`config.mk`:
```
export PLATFORM = sky130hd
export DESIGN_NAME = fetch_stage
export DESIGN_NICKNAME = d
export VERILOG_FILES = /design/src/rtl/fetch_stage.sv
export SDC_FILE = /design/constraint.sdc
export NUM_CORES = 1
export LEC_CHECK = 0
export BUFFER_PORTS_ARGS = -buffer_cell sky130_fd_sc_hd__buf_2
export CAP_MARGIN = 5
export CORE_MARGIN = 2
export CORE_UTILIZATION = 35
export DETAILED_ROUTE_END_ITERATION = 6
export PLACE_DENSITY = 0.74
export SYNTH_ARGS = -nofsm -noshare
export SYNTH_HDL_FRONTEND = slang
export SYNTH_SLANG_ARGS = --single-unit
```
`constraint.sdc`:
```
create_clock -name Clk -period 4.3 [get_ports Clk]
set_input_delay 0.43 -clock Clk [delete_from_list [all_inputs] [get_ports Clk]]
set_output_delay 0.43 -clock Clk [all_outputs]
set_load 0.02 [all_outputs]
```
`src/rtl/fetch_stage.sv`:
```
// Instruction fetch stage: PC register, next-PC select, IF/ID pipeline register and BOOT/RUN/HALT control.
// Define FETCH_PERF_CNT_EN to add the FetchCount/FlushCount performance counters.
module fetch_stage #(
   parameter logic [31:0] RESET_PC = 32'h00000000
) (
   input  logic        Clk,
   input  logic        Reset,
   input  logic        Stall,
   input  logic        Flush,
   input  logic        Halt,
   input  logic [1:0]  PCSrc,
   input  logic [31:0] BranchTarget,
   input  logic [31:0] JumpTarget,
   input  logic [31:0] JrTarget,
   input  logic [31:0] Instruction,
   output logic [31:0] Address,
`ifdef FETCH_PERF_CNT_EN
   output logic [31:0] FetchCount,
   output logic [31:0] FlushCount,
`endif
   output logic [31:0] IF_ID_Instruction,
   output logic [31:0] IF_ID_PCPlus4,
   output logic        IF_ID_Valid
);

   typedef enum logic [1:0] {BOOT, RUN, HALT} state_t;

   state_t      state, state_nxt;
   logic [31:0] pc_p0, pc_nxt, pc_plus4;
   logic [31:0] instr_nxt, pc4_nxt;
   logic        vld_nxt;

   function automatic logic [31:0] word_align(input logic [31:0] a);
      return a & ~32'h3;
   endfunction

   assign pc_plus4 = pc_p0 + 32'd4;
   assign Address  = word_align(pc_p0);

   always_comb begin
      state_nxt = state;
      pc_nxt    = pc_p0;
      instr_nxt = IF_ID_Instruction;
      pc4_nxt   = IF_ID_PCPlus4;
      vld_nxt   = IF_ID_Valid;
      case (state)
         BOOT: state_nxt = RUN;
         RUN: begin
            if (Halt) begin
               state_nxt = HALT;
               instr_nxt = 32'h0;
               pc4_nxt   = 32'h0;
               vld_nxt   = 1'b0;
            end else begin
               // redirects win over stall so a resolved branch is never lost
               case (PCSrc)
                  2'd1:    pc_nxt = word_align(BranchTarget);
                  2'd2:    pc_nxt = word_align(JumpTarget);
                  2'd3:    pc_nxt = word_align(JrTarget);
                  default: pc_nxt = Stall ? pc_p0 : word_align(pc_plus4);
               endcase
               if (Flush) begin
                  instr_nxt = 32'h0;
                  pc4_nxt   = 32'h0;
                  vld_nxt   = 1'b0;
               end else if (!Stall) begin
                  instr_nxt = Instruction;
                  pc4_nxt   = pc_plus4;
                  vld_nxt   = 1'b1;
               end
            end
         end
         HALT:    state_nxt = HALT;
         default: state_nxt = BOOT;
      endcase
   end

   // PC and IF/ID register boundary
   always_ff @(posedge Clk or posedge Reset) begin
      if (Reset) begin
         state             <= BOOT;
         pc_p0             <= RESET_PC;
         IF_ID_Instruction <= 32'h0;
         IF_ID_PCPlus4     <= 32'h0;
         IF_ID_Valid       <= 1'b0;
      end else begin
         state             <= state_nxt;
         pc_p0             <= pc_nxt;
         IF_ID_Instruction <= instr_nxt;
         IF_ID_PCPlus4     <= pc4_nxt;
         IF_ID_Valid       <= vld_nxt;
      end
   end

`ifdef FETCH_PERF_CNT_EN
   logic fetch_inc, flush_inc;

   assign fetch_inc = (state == RUN) && !Halt && !Flush && !Stall;
   assign flush_inc = (state == RUN) && Flush;

   always_ff @(posedge Clk or posedge Reset) begin
      if (Reset) begin
         FetchCount <= 32'h0;
         FlushCount <= 32'h0;
      end else begin
         if (fetch_inc) FetchCount <= FetchCount + 32'd1;
         if (flush_inc) FlushCount <= FlushCount + 32'd1;
      end
   end
`endif

endmodule

```
==> flow_summary.ini, run 1 <==
[clock_network]
cts_sinks = 95
post_cts_buffers = 0
tritoncts = yes
cts.htree.levels = 3
root_buffer = clkbuf_16
cts_buffers = 9
cts.path.max_buffers = 2
hold_buffers = 0
insertion_delay_ps = 340
cts.clk_slew.worst_paths_ps = 70
cts.repair.resized = 0

[synthesis]
synth-async-reset-ratio_pct = 100
ys_seq_area_share_pct = 43.0
synth_area_um2 = 5520
syn_avg_cell_area_um2 = 9.22
synth_top_area_share_pct = 43.0
synth.distinct_cells = 66
yosys_warnings = 0
synth.area.top_cells = dfrtp_1 (43%), a22o_1 (5.9%), nand2_1 (4.5%)
ys.flop_type = dfrtp_1
synth_top_cell_by_area = dfrtp_1
synth-seq-cells = 95
syn_inst = 599
synth_edf_count = 0

[global_routing]
track_usage_pct = 21.1
grt_max_degree = 71
overflow = 0
grt_pass1_wl_um = 28300
grt_pass1_vias = 5191
antenna_found_initial = 0

[timing]
finalSetupViolCount = 0
setup-tns-final_ps = 0
slew_viol_final = 0
setup_ws_ps = 1590
period_share_pct = 63.0
fin_skew_ps = 13.1
hold_violations = 0
rsz0062_at_grt = no
tightest_slew_ps = 1120
period_needed_ps = 2710
timing.fmax_ghz = 0.369
relSlewSlack_pct = 25.2

[setup_path]
cp_max_fo = 31
path_class = in2reg
cp_top_family = simple AND/OR/NAND/NOR gates
r2r_setup_slack_ps = 1720
cp-start-kind = input port
rr_worst_depth = 5
cp_slowest_stage_delay_ps = 550
cp.depth = 8
cp_cell_sequence = buf_2, ha_1, nor3b_2, buf_4, or2_1, buf_4, nor2_1, a221o_1
crit_buf_inv = 3
crit_slowest_cell = ha_1
cp.arrival_ps = 2940
endpoint_kind = flop
critPathMostFrequentCell = buf_4
required_ps = 4530

[drt]
wirelength_um = 18000
wl_per_cell_um = 18.1
detail_route.iter0.violations = 739
vias_per_cell = 5.62
vias = 5587
antenna_left = 0
dr.pass1.iters = 7
drc = 2

[layout]
num-fill-cells = 1519
n_antenna_cell = 0
layout-drive-gt1-share_pct = 32.8
fin_cells = 994
area_growth_pct = 26.3
nets = 920
final_area_um2 = 6980

[die]
initial_core_util_pct = 36.1
fp.coreArea_um2 = 15300
die_h_um = 130
num_rows = 45
io_pins = 232
die_w_um = 130
dieArea_um2 = 16800

[flow_run]
max_cap_violations = 0

[pwr]
p_leak_nw = 3.37
ir_drop_v = 0.000195
cellPowerDensity_nw_per_um2 = 579
total_power_mw = 4.04

[placement]
preCtsSetupSlack_ps = 1250
placed_cell_area_um2 = 6690
io_buffers = 221
dp.cells = 978
dp.final_hpwl_um = 13100
gp_congestion = 0.889

[run_status]
status = finished, violations left
violations = design-rule violations

[min_path]
hold_class = in2async
[cell families after synthesis]
group	after synthesis	synth area share, %
AO/OA/AOI/OAI	197	26.6
other	1	0.0679
AND/OR/NAND/NOR	199	19.3
XOR/XNOR	13	2.06
multiplexers	3	0.544
adder cells (fa/ha/maj)	7	1.59
buffers and inverters	84	6.82
flip-flops	95	43.0
[metal layers]
metal | global-route usage [%] | wire length (µm) | vias to the layer above
li1 | - | - | 2655
met1 | 30.1 | 8240 | 2597
met2 | 33.5 | 8090 | 311
met3 | 3.14 | 1400 | 24
met4 | 5.76 | 276 | 0
met5 | 0 | 0 | -
[cell usage after synthesis, types with 8 or more instances]
cell,count
and3_1,9
nor3_1,14
a22oi_1,11
nand3_1,26
nand4_1,18
o21ai_0,35
dfrtp_1,95
a222oi_1,17
buf_2,23
nor4_1,15
inv_1,19
clkbuf_1,30
o211ai_1,9
a22o_1,37
a211oi_1,8
nand2_1,66
nor2_1,18
a21oi_1,26
[power by group]
group	switching, mW	internal (mW)
combinational	1.05	0.608
clock	0.338	0.449
sequential	0.397	1.20
total	1.78	2.26
[state kept, by name, indices dropped and copies added, names as in the netlist]
name               cells
IF_ID_Instruction     32
IF_ID_Valid            1
pc_p0                 30
IF_ID_PCPlus4         30
state                  2
[placed cells by master, fill, tap and decap left out, drive strengths merged, types with 3 or more instances in the layout]
cell	Yosys	final
a211o	3	3
a211oi	8	8
a21oi	26	26
a221o	6	6
a222oi	17	17
a22o	37	37
a22oi	11	11
a2bb2oi	6	6
a311oi	4	4
a31oi	7	7
a32oi	3	3
and3	10	10
and4	6	6
buf	32	229
clkbuf	32	10
clkinv	1	5
conb	1	4
dfrtp	95	95
ha	7	7
inv	19	19
mux2i	3	3
nand2	66	66
nand2b	3	3
nand3	28	28
nand4	18	18
nor2	18	18
nor3	14	14
nor3b	3	3
nor4	18	18
o211a	3	3
o211ai	9	9
o21ai	37	37
o22a	3	3
or4	7	7
xnor2	7	7
xor2	6	6
[path summary, 6_finish.rpt]
| kind | to | start |
|---|---|---|
| max | pc_p0[9] | PCSrc[0] |
| min | IF_ID_Instruction[20] | Reset |
| max reg2reg | pc_p0[26] | pc_p0[2] |
| min reg2reg | IF_ID_Valid | IF_ID_Valid |
| max in group asynchronous | IF_ID_Instruction[19] | Reset |
| min in group Clk | IF_ID_Instruction[10] | Instruction[10] |
[through the flow]
step / util, % / hold WS, ps
final: 45.5 / 255
after global routing: 45.5 / 307
after CTS: 45.5 / 301
after detailed placement: 43.7 / 459
after global placement: 43.7 / 455
after floorplan: - / 522
[area by class of cell]
cell class	count	area (µm²)	share of cell area [%]
sequential	95	2380	34.1
clock buffer	10	229	3.28
tap	211	264	3.78
clock inverter	6	61.3	0.879
multi-input combinational	423	2800	40.1
timing repair buffer	229	1170	16.7
inverter	20	77.6	1.11
Power figures use the tool's default switching activity.
==> inputs of run 2 (changes only) <==
PLACE_DENSITY = 0.76   (was 0.74)
clock period = 2.4 ns   (was 4.3 ns; I/O delays follow)
==> flow_summary.ini, run 2 (synthesis results as in run 1) <==
[timing]
fin_skew_ps = 11.6
timing.fmax_ghz = 0.445
period_share_pct = 93.7
setup-tns-final_ps = 0
relSlewSlack_pct = 53.5
slew_viol_final = 0
period_needed_ps = 2250
rsz0062_at_grt = no
hold_violations = 3
whs_ps = -10.5
tightest_slew_ps = 695
finalSetupViolCount = 0

[setup_path]
timing.rr.start = state[1]
r2r_end = pc_p0[29]
rr_worst_depth = 7
crit_slowest_cell = a2111oi_0
crit_buf_inv = 2
cp_max_fo = 45
cp-start-kind = flop
required_ps = 2590
cp.arrival_ps = 2440
startpoint = state[1]
cp_top_family = compound AO/OA/AOI/OAI gates
cp.depth = 7
r2r_setup_slack_ps = 150
endpoint_kind = flop
cp_slowest_stage_delay_ps = 600
path_class = reg2reg
endpoint = pc_p0[29]
cp_cell_sequence = inv_1, ha_1, nand2b_1, or2_1, buf_12, a2111oi_0, a211oi_1

[drt]
wl_per_cell_um = 17.5
antenna_left = 0
drc = 0
dr.pass1.iters = 7
vias = 5761
detail_route.iter0.violations = 568
wirelength_um = 17700
vias_per_cell = 5.70

[global_routing]
antenna_found_initial = 0
overflow = 0
grt_max_degree = 96
grt_pass1_vias = 5108
grt_pass1_wl_um = 27400
track_usage_pct = 20.8

[clock_network]
cts.repair.resized = 0
cts.path.max_buffers = 2
root_buffer = clkbuf_16
cts.clk_slew.worst_paths_ps = 70
cts_buffers = 9
hold_buffers = 0
insertion_delay_ps = 350
post_cts_buffers = 0
cts.htree.levels = 3
tritoncts = yes
cts_sinks = 95

[die]
num_rows = 45
die_h_um = 130
fp.coreArea_um2 = 15300
die_w_um = 130
dieArea_um2 = 16800
initial_core_util_pct = 36.1
io_pins = 232

[layout]
largest_reg_flops = 32
regMostFlops = IF_ID_Instruction
layout_common_cells = buf_2 (221), dfrtp_1 (95), nand2_1 (66)
n_antenna_cell = 0
nets = 937
final_util_pct = 46.8
layout-drive-gt1-share_pct = 34.3
area_growth_pct = 29.7
num-fill-cells = 1482
final_common_cell = buf_2
top_regs = IF_ID_Instruction x32, IF_ID_PCPlus4 x30, pc_p0 x30

[placement]
dp.final_hpwl_um = 13100
gp_congestion = 0.878
io_buffers = 221

[pwr]
ir_drop_v = 0.000383
cellPowerDensity_nw_per_um2 = 1020
p_leak_nw = 3.48

[run_status]
violations = negative hold slack
status = finished, violations left

[min_path]
hold_class = in2async

[flow_run]
max_cap_violations = 0
[run 2: cell count changes in the layout (fill, tap and decap cells not counted)]
cell	change
buf_4	+13
buf_12	+4
clkbuf_8	+2
clkbuf_1	-1
clkinv_4	-1
inv_4	-1
[run 2: metrics by stage]
stage / power [mW] / setup WS [ps] / cells / instance area (µm²)
after floorplan: 4.68 / 436 / 602 / 5540
after global placement: 5.84 / 311 / 995 / 6860
after detailed placement: 5.91 / 234 / 995 / 6860
after CTS: 7.37 / 198 / 1010 / 7160
after global routing: 7.79 / 19.0 / 1010 / 7160
final: 7.34 / 151 / 1010 / 7160
[run 2: cell type report]
class / count / area, µm² / share of cell area [%]
repair buffers: 246 / 1340 / 18.8
clock inverters: 4 / 45.0 / 0.629
flip-flops and latches: 95 / 2380 / 33.2
inverters: 20 / 78.8 / 1.10
clock buffers: 11 / 253 / 3.53
well taps: 211 / 264 / 3.69
multi-input cells: 423 / 2800 / 39.1
[run 2: worst min path at each step]
stage,endpoint,slack (ps),depth (start not counted)
2_1_floorplan,IF_ID_Instruction[0],370,1
3_3_place_gp,IF_ID_Instruction[12],430,3
3_5_place_dp,IF_ID_Instruction[20],440,3
4_1_cts,IF_ID_Instruction[20],60,3
5_1_grt,IF_ID_Instruction[12],90,3
6_report,IF_ID_Instruction[20],-10,3
[run 2: routing by layer]
| layer | part of all wire, % | track usage [%] | up-vias |
|---|---|---|---|
| li1 | - | - | 2679 |
| met1 | 45 | 29.7 | 2739 |
| met2 | 46 | 32.7 | 324 |
| met3 | 7.8 | 3.18 | 19 |
| met4 | 1.3 | 6.01 | 0 |
| met5 | 0 | 0 | - |
[run 2: worst min-delay path: cells and delay by family]
| kind | cells | cell delay (ps) |
|---|---|---|
| buffers and inverters | 3 | 520 |
[run 2: power breakdown]
part	total [mW]	internal, mW	switching (mW)	leakage (nW)
Combinational	3.08	1.16	1.92	2.07
Clock	1.45	0.853	0.593	0.151
Sequential	2.81	2.15	0.657	1.26
==> inputs of run 3 (changes only) <==
PLACE_DENSITY = default   (was 0.76)
PLACE_DENSITY_LB_ADDON = 0.3   (was default)
==> flow_summary.ini, run 3 (synthesis results as in run 1) <==
[timing]
finalSetupViolCount = 0
relSlewSlack_pct = 58.4
setup-tns-final_ps = 0
tightest_slew_ps = 624
timing.fmax_ghz = 0.457
slew_viol_final = 0
whs_ps = 113
rsz0062_at_grt = no
period_share_pct = 91.2
period_needed_ps = 2190
fin_skew_ps = 9.25
hold_violations = 0

[setup_path]
cp-start-kind = flop
endpoint_kind = flop
crit_buf_inv = 0
r2r_end = IF_ID_PCPlus4[28]
cp_slowest_stage_delay_ps = 520
startpoint = pc_p0[2]
rr_worst_depth = 5
crit_slowest_cell = nor4_2
timing.rr.start = pc_p0[2]
cp_top_family = simple AND/OR/NAND/NOR gates
cp_cell_sequence = ha_1, nand4_1, nor4_2, a211oi_1, a211o_1
required_ps = 2630
cp.arrival_ps = 2420
cp_max_fo = 8
path_class = reg2reg
r2r_setup_slack_ps = 210

[min_path]
min_path_cells = 2
hold_class = in2reg
holdPathEnd = IF_ID_Instruction[23]
min_from = Instruction[23]

[die]
die_w_um = 130
dieArea_um2 = 16800
initial_core_util_pct = 36.1
io_pins = 232
fp.coreArea_um2 = 15300
num_rows = 45
die_h_um = 130

[layout]
final_common_cell = buf_2
layout_common_cells = buf_2 (221), dfrtp_1 (95), nand2_1 (66)
n_antenna_cell = 0
num-fill-cells = 1537
nets = 938
top_regs = IF_ID_Instruction x32, IF_ID_PCPlus4 x30, pc_p0 x30
final_util_pct = 46.7
layout-drive-gt1-share_pct = 34.3
regMostFlops = IF_ID_Instruction
area_growth_pct = 29.6
largest_reg_flops = 32
final_area_um2 = 7160

[placement]
io_buffers = 221
gp_congestion = 0.891
dp.final_hpwl_um = 13500
placed_cell_area_um2 = 6860

[flow_run]
max_cap_violations = 0

[clock_network]
cts_buffers = 9
cts.repair.resized = 0
cts.path.max_buffers = 2
tritoncts = yes
cts.htree.levels = 3
cts.clk_slew.worst_paths_ps = 70
insertion_delay_ps = 350
root_buffer = clkbuf_16
cts_sinks = 95

[drt]
wirelength_um = 18400
vias = 5595
detail_route.iter0.violations = 477
drc = 14
wl_per_cell_um = 18.2
antenna_left = 0
dr.pass1.iters = 7
vias_per_cell = 5.53

[pwr]
internal-power_mw = 4.08
p_seq_share_pct = 38.8
ir_drop_v = 0.000410
clkPwrFrac_pct = 19.1
total_power_mw = 7.30
p_leak_nw = 3.47
p_sw_mw = 3.23
cellPowerDensity_nw_per_um2 = 1020
switching_share_pct = 44.2
pwr-share-comb_pct = 42.1

[global_routing]
grt_pass1_wl_um = 28300
overflow = 0
antenna_found_initial = 0
grt_max_degree = 62
grt_pass1_vias = 5229
track_usage_pct = 21.6

[run_status]
violations = design-rule violations
status = finished, violations left
## run 3: cell types whose count changed in the layout (fill, tap and decap cells not counted), sizes merged
cell,before,now
clkinvlp,1,2
clkinv,4,3
dlygate4sd3,0,1
clkbuf,11,12
bufinv,1,0
## run 3: area by class of cell
type | instances | area, µm² | share of cell area [%]
clock buffers | 12 | 267 | 3.72
clock inverters | 3 | 17.5 | 0.245
inverters | 20 | 78.8 | 1.10
multi-input cells | 423 | 2800 | 39.1
flip-flops and latches | 95 | 2380 | 33.2
well taps | 211 | 264 | 3.69
repair buffers | 247 | 1350 | 18.9
## run 3: metal layers
layer,share of wire [%],GRT usage [%],vias to the layer above
met5,0,0,-
met4,1.2,6.96,0
met3,7.8,4.67,14
met2,44,33.7,272
met1,47,30.1,2632
li1,-,-,2677
## run 3: worst max-delay path by stage
stage                     slack [ps]                end  cells after the start
after floorplan                  440          pc_p0[26]                      6
after detailed placement         250  IF_ID_PCPlus4[28]                      5
after global routing              50          pc_p0[20]                      5
after CTS                        210  IF_ID_PCPlus4[28]                      5
final                            210  IF_ID_PCPlus4[28]                      5
after global placement           300  IF_ID_PCPlus4[28]                      5
## run 3: per-stage QoR
stage,cells,setup WS [ps]
3_5_place_dp,995,250
4_1_cts,1011,212
3_3_place_gp,995,298
5_1_grt,1011,47.1
2_1_floorplan,602,436
6_report,1011,211
## run 3: timing repair
action	4_1_cts	5_1_grt
endpoints found under the hold margin	23	0
buffers inserted	0	0
hold buffers	1	0
## run 3: power groups by stage
stage,combinational (mW),clock [mW],sequential [mW]
after floorplan,1.42,0,3.26
after global placement,3.06,0,2.83
after detailed placement,3.07,0,2.85
after global routing,3.34,1.49,2.92
final,3.08,1.40,2.83
after CTS,3.09,1.43,2.82
## run 3: worst register-to-register path: stages (launching register included)
cell	delay (ps)
dfrtp_1	500
ha_1	320
nand4_1	290
nor4_2	520
a211oi_1	150
a211o_1	280
